===== src/rtl/id_ex_stage.sv =====
// ID/EX pipeline register for the RV32I core: latches decoded ID state into EX, inserts
// bubbles on load-use / ecall-x17 hazards and drains then halts on an ecall with a7 == 10.
module id_ex_stage #(
    parameter int unsigned DRAIN_CYCLES = 2
) (
    input  logic        clk,
    input  logic        reset_n,

    input  logic [31:0] id_inst,
    input  logic [31:0] id_pc,
    input  logic [31:0] id_rs1_data,
    input  logic [31:0] id_rs2_data,
    input  logic [31:0] id_imm,
    input  logic        id_mem_read,
    input  logic        id_mem_to_reg,
    input  logic        id_mem_write,
    input  logic        id_alu_src,
    input  logic        id_reg_write,
    input  logic        id_is_ecall,
    input  logic        id_x17_is_10,

    output logic        stall,

    output logic        ex_mem_read,
    output logic        ex_mem_to_reg,
    output logic        ex_mem_write,
    output logic        ex_alu_src,
    output logic        ex_reg_write,
    output logic        ex_is_ecall,
    output logic [31:0] ex_pc,
    output logic [31:0] ex_rs1_data,
    output logic [31:0] ex_rs2_data,
    output logic [31:0] ex_imm,
    output logic [4:0]  ex_rs1,
    output logic [4:0]  ex_rs2,
    output logic [4:0]  ex_rd,
    output logic [3:0]  ex_funct,
    output logic [6:0]  ex_opcode,
    output logic        is_halted
);

    localparam logic [6:0] OpReg   = 7'b0110011;
    localparam logic [6:0] OpImm   = 7'b0010011;
    localparam logic [6:0] OpLoad  = 7'b0000011;
    localparam logic [6:0] OpStore = 7'b0100011;
    localparam logic [4:0] RegA7   = 5'd17;
    localparam logic [1:0] CntLast = 2'(DRAIN_CYCLES - 1);

    typedef enum logic [1:0] {
        StRun,
        StDrain,
        StHalted
    } state_e;

    typedef struct packed {
        logic        mem_read;
        logic        mem_to_reg;
        logic        mem_write;
        logic        alu_src;
        logic        reg_write;
        logic        is_ecall;
        logic [31:0] pc;
        logic [31:0] rs1_data;
        logic [31:0] rs2_data;
        logic [31:0] imm;
        logic [4:0]  rs1;
        logic [4:0]  rs2;
        logic [4:0]  rd;
        logic [3:0]  funct;
        logic [6:0]  opcode;
    } ex_t;

    state_e     state_q, state_d;
    logic [1:0] cnt_q, cnt_d;
    ex_t        ex_q, ex_d, id_bundle;
    logic       halted_q, halted_d;

    logic [6:0] id_opcode;
    logic [4:0] id_rs1, id_rs2, id_rd;
    logic       rs1_used, rs2_used;
    logic       load_use, ecall_dep, hazard;
    logic       capture;

    assign id_opcode = id_inst[6:0];
    assign id_rd     = id_inst[11:7];
    assign id_rs1    = id_inst[19:15];
    assign id_rs2    = id_inst[24:20];

    // Only opcodes that actually read a source register can create a dependency.
    always_comb begin
        rs1_used = 1'b0;
        rs2_used = 1'b0;
        case (id_opcode)
            OpReg, OpStore: begin
                rs1_used = 1'b1;
                rs2_used = 1'b1;
            end
            OpImm, OpLoad: rs1_used = 1'b1;
            default: ;
        endcase
    end

    assign load_use = ex_q.mem_read && (ex_q.rd != 5'd0) &&
                      ((rs1_used && (ex_q.rd == id_rs1)) || (rs2_used && (ex_q.rd == id_rs2)));
    // ecall decides halting from the x17 read in ID, so an in-flight write to x17 must land first.
    assign ecall_dep = id_is_ecall && ex_q.reg_write && (ex_q.rd == RegA7);
    assign hazard    = load_use || ecall_dep;

    always_comb begin
        id_bundle.mem_read   = id_mem_read;
        id_bundle.mem_to_reg = id_mem_to_reg;
        id_bundle.mem_write  = id_mem_write;
        id_bundle.alu_src    = id_alu_src;
        id_bundle.reg_write  = id_reg_write;
        id_bundle.is_ecall   = id_is_ecall;
        id_bundle.pc         = id_pc;
        id_bundle.rs1_data   = id_rs1_data;
        id_bundle.rs2_data   = id_rs2_data;
        id_bundle.imm        = id_imm;
        id_bundle.rs1        = id_rs1;
        id_bundle.rs2        = id_rs2;
        id_bundle.rd         = id_rd;
        id_bundle.funct      = {id_inst[30], id_inst[14:12]};
        id_bundle.opcode     = id_opcode;
    end

    always_comb begin
        state_d = state_q;
        cnt_d   = cnt_q;
        stall   = 1'b1;
        capture = 1'b0;
        unique case (state_q)
            StRun: begin
                stall   = hazard;
                capture = !hazard;
                if (capture && id_is_ecall && id_x17_is_10) begin
                    state_d = StDrain;
                    cnt_d   = 2'd0;
                end
            end
            StDrain: begin
                cnt_d = cnt_q + 2'd1;
                if (cnt_q == CntLast) begin
                    state_d = StHalted;
                end
            end
            StHalted: ;
            default: state_d = StRun;
        endcase
    end

    // Bubbles clear the whole bundle, not only the control bits.
    assign ex_d     = capture ? id_bundle : '0;
    assign halted_d = (state_d == StHalted);

    always_ff @(posedge clk or negedge reset_n) begin
        if (!reset_n) begin
            state_q  <= StRun;
            cnt_q    <= 2'd0;
            ex_q     <= '0;
            halted_q <= 1'b0;
        end else begin
            state_q  <= state_d;
            cnt_q    <= cnt_d;
            ex_q     <= ex_d;
            halted_q <= halted_d;
        end
    end

    assign ex_mem_read   = ex_q.mem_read;
    assign ex_mem_to_reg = ex_q.mem_to_reg;
    assign ex_mem_write  = ex_q.mem_write;
    assign ex_alu_src    = ex_q.alu_src;
    assign ex_reg_write  = ex_q.reg_write;
    assign ex_is_ecall   = ex_q.is_ecall;
    assign ex_pc         = ex_q.pc;
    assign ex_rs1_data   = ex_q.rs1_data;
    assign ex_rs2_data   = ex_q.rs2_data;
    assign ex_imm        = ex_q.imm;
    assign ex_rs1        = ex_q.rs1;
    assign ex_rs2        = ex_q.rs2;
    assign ex_rd         = ex_q.rd;
    assign ex_funct      = ex_q.funct;
    assign ex_opcode     = ex_q.opcode;
    assign is_halted     = halted_q;

endmodule

===== config.mk =====
export PLATFORM = sky130hd
export DESIGN_NAME = id_ex_stage
export DESIGN_NICKNAME = d
export VERILOG_FILES = /design/src/rtl/id_ex_stage.sv
export SDC_FILE = /design/constraint.sdc
export NUM_CORES = 1
export LEC_CHECK = 0
export ABC_AREA = 1
export BUFFER_PORTS_ARGS = -buffer_cell sky130_fd_sc_hd__buf_4
export CAP_MARGIN = 15
export CELL_PAD_IN_SITES_DETAIL_PLACEMENT = 1
export CELL_PAD_IN_SITES_GLOBAL_PLACEMENT = 1
export CORE_ASPECT_RATIO = 1.1
export CORE_MARGIN = 1
export CORE_UTILIZATION = 28
export DETAILED_ROUTE_END_ITERATION = 7
export GPL_TIMING_DRIVEN = 0
export HOLD_SLACK_MARGIN = 0.06
export PLACE_DENSITY = 0.79
export SETUP_SLACK_MARGIN = 0.5
export SLEW_MARGIN = 0
export SYNTH_ARGS = -nofsm -noshare
export SYNTH_HDL_FRONTEND = slang
export SYNTH_SLANG_ARGS = --single-unit

===== constraint.sdc =====
create_clock -name clk -period 1.5 [get_ports clk]
set_clock_uncertainty 0.1 [all_clocks]
set_input_delay 0.3 -clock clk [delete_from_list [all_inputs] [get_ports clk]]
set_output_delay 0.3 -clock clk [all_outputs]
set_load 0.05 [all_outputs]

---- Word-level counts from Yosys, hierarchy flattened ----
Cells that the tools add are included.
word-level totals
  output and inout port bits .............. 162
  register bits after elaboration ......... 165
  logic and storage cells ................. 58
cells by class
  multiplexer cells ....................... 10
  add/subtract/negate cells ............... 1
  reduce and logical (&&, ||, !) cells .... 17
  equality and inequality tests ........... 12
operator list
  kind                                                              count
  160-bit two-way mux                                               1
  7-bit by 6-bit == test with 1-bit output (second input constant)  2
  5-bit == test                                                     2
  1-bit logical AND                                                 8
  7-bit by 2-bit == test with 1-bit output (second input constant)  1
  7-bit by 5-bit == test with 1-bit output (second input constant)  1
  2-bit two-way mux                                                 3
  2-bit one-hot mux with 3 select lines                             1
  5-bit == test (second input constant)                             1
  5-bit nonzero test                                                1
  2-bit by 1-bit == test with 1-bit output (second input constant)  2
  2-bit == test (second input constant)                             2
  1-bit two-way mux                                                 4
  2-bit one-hot mux with 2 select lines                             1
  4-bit OR reduction                                                1
  2-bit by 1-bit adder with 2-bit output (second input constant)    1
  2-bit zero test                                                   1
  1-bit logical OR                                                  2
  2-bit != test (second input constant)                             1
  2-bit AND reduction                                               1
  2-bit nonzero test                                                1
  2-bit OR reduction                                                1
  1-bit zero test                                                   1

---- Logic depth before layout (Yosys ltp) ----
  depth after elaboration ................. 13
  depth in mapped cells ................... 11

---- Least setup slack after synthesis ----
No wires, ideal clock.
  kind .................................... reg-to-output
  from .................................... register ex_q (netlist bit ex_rd[3])
  to ...................................... output stall
  path buffers ............................ 1
  required time ........................... 1.100 ns
  setup slack ............................. -0.495 ns
  cell stages (with the launch flop) ...... 10
  data arrival time ....................... 1.595 ns
  cells stage by stage .................... dfrtp_1 inv_1 nand2_1 nand2_1 nor2_1 nand3_1 nand2_1 nand2_1 nand2_2 buf_2
on the way
  cells in the longest elaborated chain, start to end .. 6
RTL lines
  item                    RTL line  RTL
  from (decl)             75        ex_t ex_q, ex_d, id_bundle;
  from (signal assigned)  160       ex_q <= '0;
  from (signal assigned)  165       ex_q <= ex_d;
  5-bit == test           104       ((rs1_used && (ex_q.rd == id_rs1)) || (rs2_used && (ex_q.rd == id_rs2)));
  1-bit logical AND       104
  1-bit logical OR        104
  1-bit logical AND       103       assign load_use = ex_q.mem_read && (ex_q.rd != 5'd0) &&
  1-bit logical OR *      107       assign hazard = load_use || ecall_dep;
  1-bit two-way mux *     132       unique case (state_q)
  to (decl)               22        output logic stall,
Every way passes the cells marked *; elsewhere a longest branch is shown, timed or not.

---- Final worst setup path ----
  from .................................... register ex_q (netlist bit ex_mem_read)
  to ...................................... output stall
on the way
  cells in the longest elaborated chain, start to end .. 4
RTL lines
  item                            RTL line
  1-bit logical AND (2 in a row)  103
  1-bit logical OR                107
  1-bit two-way mux               132
No other way between the ends.

==> impl_metrics.csv <==
group,metric,value,unit
status,status,"finished with violations",
status,violations,"hold timing, setup timing",
floorplan,rows,55,
pwr,ir_drop,0.000760,V
setup_path,r2r_start,"ex_rd[4]",
detailed_routing,wl_per_cell,24.5,µm
setup_path,required,1.10,ns
clock_network,cts_tree,"done",
sta,setup_viol,168,
synthesis,yosysTopAreaCellShare,0.707,
synthesis,yosysWarnings,0,
final_layout,area_growth,136,%
sta,rsz0062_at_grt,"yes",
placed_design,hpwl,13600,µm
final_layout,multi_input_area,0.00208,mm²
final_layout,instances_no_fill,1405,
clock_network,htreeDepth,4,
detailed_routing,drc,0,
sta,setup_tns,-92.86,ns
setup_path,r2r_setup_slack,-0.68,ns
global_routing,grt_usage,0.262,
placed_design,numPortBuffers,324,
placed_design,finalWeightedCongestion,0.747,
sta,hold_slack,-0.280,ns
setup_path,crit_path_start_kind,"flip-flop",
floorplan,initial_utilization,0.285,
sta,fmax,448,MHz
detailed_routing,ant_nets,0,
sta,slew_viol_final,0,
synthesis,yosysSeqAreaShare,0.707,
setup_path,crit_chain,"nand2_2 -> nor3_4 -> nand3_1 -> nor2_1 -> nand2_2 -> nand2_4 -> buf_12 -> buf_12",
clock_network,root_buffer,"clkbuf_16",
detailed_routing,vias_per_cell,4.48,
final_layout,register_area,0.00414,mm²
setup_path,end_kind,"output port",
sta,period_minus_slack,2.23,ns
setup_path,critical_path_class,"reg2out",
clock_network,cts_max_path_buffers,2,
setup_path,arrival,1.83,ns
setup_path,path_max_fanout,2,
synthesis,synth_area_leader_cell,"dfrtp_1",
pwr,leakage,0.00711,µW
min_path,hold_path_class,"in2async",
final_layout,final_area,0.0138,mm²
global_routing,antenna_found_initial,7,
placed_design,placed_area,0.00869,mm²
sta,relSlewSlack,0.582,
final_layout,nets,1300,
synthesis,avgSynthCellArea,10.2,µm²
job,cap_violations,0,
synthesis,syn_area,0.00584,mm²
synthesis,synth_nets,742,
synthesis,synth-seq-cells,165,
sta,worst_pin_slew,0.628,ns
clock_network,clk_pin_slew_worst_paths,0.08,ns
clock_network,numCtsBuffers,17,
pwr,p_total,10100,µW
global_routing,grt_pass1_wl,41300,µm
floorplan,die_x,140,µm
synthesis,ys_types,18,
global_routing,grt_pass1_vias,7029,
detailed_routing,wl,34400,µm
sta,timing.final.crit_share,1.49,
pwr,cellPowerDensity,734,mW/mm²
placed_design,post-place-cells,1153,
synthesis,netlist_instances,572,
synthesis,synth.area.top_cells,"dfrtp_1, inv_1, nor2_1, buf_8, nand2_1",
final_layout,postLayoutCoreUtil,0.673,
floorplan,design.core.area,0.0205,mm²
clock_network,clkSinkCount,165,
floorplan,die_area,0.0214,mm²
clock_network,worst_skew_pair.late_latency,0.43,ns
sta,hold_violations,74,
final_layout,fillers,1986,
detailed_routing,dr.pass1.iters,4,
floorplan,die_h,153,µm
global_routing,grt-ovfl-total,0,
sta,layout_setup_ws,-0.732,ns
clock_network,cts_hold_repair.buffers,159,
final_layout,drive_above_1_share,0.541,
detailed_routing,drtIter0Drc,194,
detailed_routing,vias,6292,
floorplan,ios,331,
setup_path,cp_slowest_cell,"dfrtp_2",
global_routing,grt_max_degree,92,
setup_path,startpoint,"ex_mem_read",
setup_path,max_stage_delay,0.38,ns
-- worst max-delay path: cells and delay by family, from the launching register on --
| family | cells | cell delay [ns] |
|---|---|---|
| buffers and inverters | 2 | 0.23 |
| flip-flops | 1 | 0.38 |
| AND/OR/NAND/NOR | 6 | 0.78 |
-- cells in the mapped netlist --
cell and instances:
nand2_1 34, dfrtp_1 165, nand4_1 1, inv_1 165, xnor2_1 1, nor2_1 159
nand2_2 1, nor4_1 1, o21ai_0 3, ha_1 1, buf_6 1, or2_2 2
inv_2 3, nor3_1 3, nor2_2 10, nand3_1 6, buf_2 7, buf_8 9
-- worst paths after layout --
path / end / depth (start not counted)
setup / recovery: stall / 8
hold / removal: ex_rs2_data[4] / 1
setup reg to reg: ex_rs2_data[12] / 15
hold reg to reg: cnt_q[0] / 2
max in group asynchronous: ex_rd[2] / 2
min in group clk: ex_opcode[3] / 3
-- placed cells by master (no fill, tap or decap), types with 2 or more instances in the layout --
cell	n
buf_8	5
buf_6	171
buf_16	19
buf_12	32
or2_2	2
inv_8	3
nor2_4	148
clkinv_4	2
buf_4	170
nand3_1	5
inv_2	5
diode_2	6
dfrtp_1	158
o21ai_1	3
nor3_2	2
inv_6	5
inv_1	163
nor2_1	7
dlygate4sd3_1	159
nor2_2	14
nand2_2	8
nand2_1	26
dfrtp_2	7
clkbuf_16	17
-- where the power goes --
part | switching, µW | internal (µW) | leakage [µW]
combinational | 527 | 596 | 0.00455
sequential | 0 | 4440 | 0.00228
clock | 2150 | 2400 | 0.000285
-- metrics by stage --
stage | worst slack (ns) | hold slack, ns
6_report | -0.732 | -0.280
5_1_grt | -0.801 | -0.245
4_1_cts | -0.685 | -0.241
3_5_place_dp | -0.658 | 0.218
3_3_place_gp | -1.08 | 0.384
2_1_floorplan | -0.164 | -0.0956
-- logic make-up after synthesis --
logic type                 count (synthesis)  share of synthesized area
AOI/OAI and AO/OA                          3                    0.00257
xor gates and xnor gates                   1                    0.00150
adders and majority gates                  1                    0.00214
buffers and inverters                    185                      0.139
DFF                                      165                      0.707
and+or+nand+nor                          217                      0.148
-- per-layer routing --
metal  vias to the layer above  track usage  part of all wire  wire length [µm]
met2                       319        0.501              0.56             19200
li1                       2704            -                 -                 -
met3                       117       0.0642             0.057              1950
met1                      3150        0.259              0.33             11300
met4                         2        0.136             0.057              1960
met5                         -            0           0.00038                13
-- area by class of cell --
cell class / instances / area share
repair buffers: 539 / 0.412
flip-flops and latches: 165 / 0.300
multi-input cells: 222 / 0.151
inverters: 168 / 0.0457
clock buffers: 19 / 0.0321
plain buffers: 17 / 0.0252
well taps: 256 / 0.0232
clock inverters: 13 / 0.00998
diodes: 6 / 0.00109
-- what timing repair did --
action | 4_1_cts | 5_1_grt
setup endpoints to repair | 327 | 327
cloned | 17 | 0
setup buffers | 17 | 21
gates resized for setup | 103 | 448
pin swaps | 5 | 22
hold endpoints to repair | 233 | 74
Power figures use the tool's default switching activity.
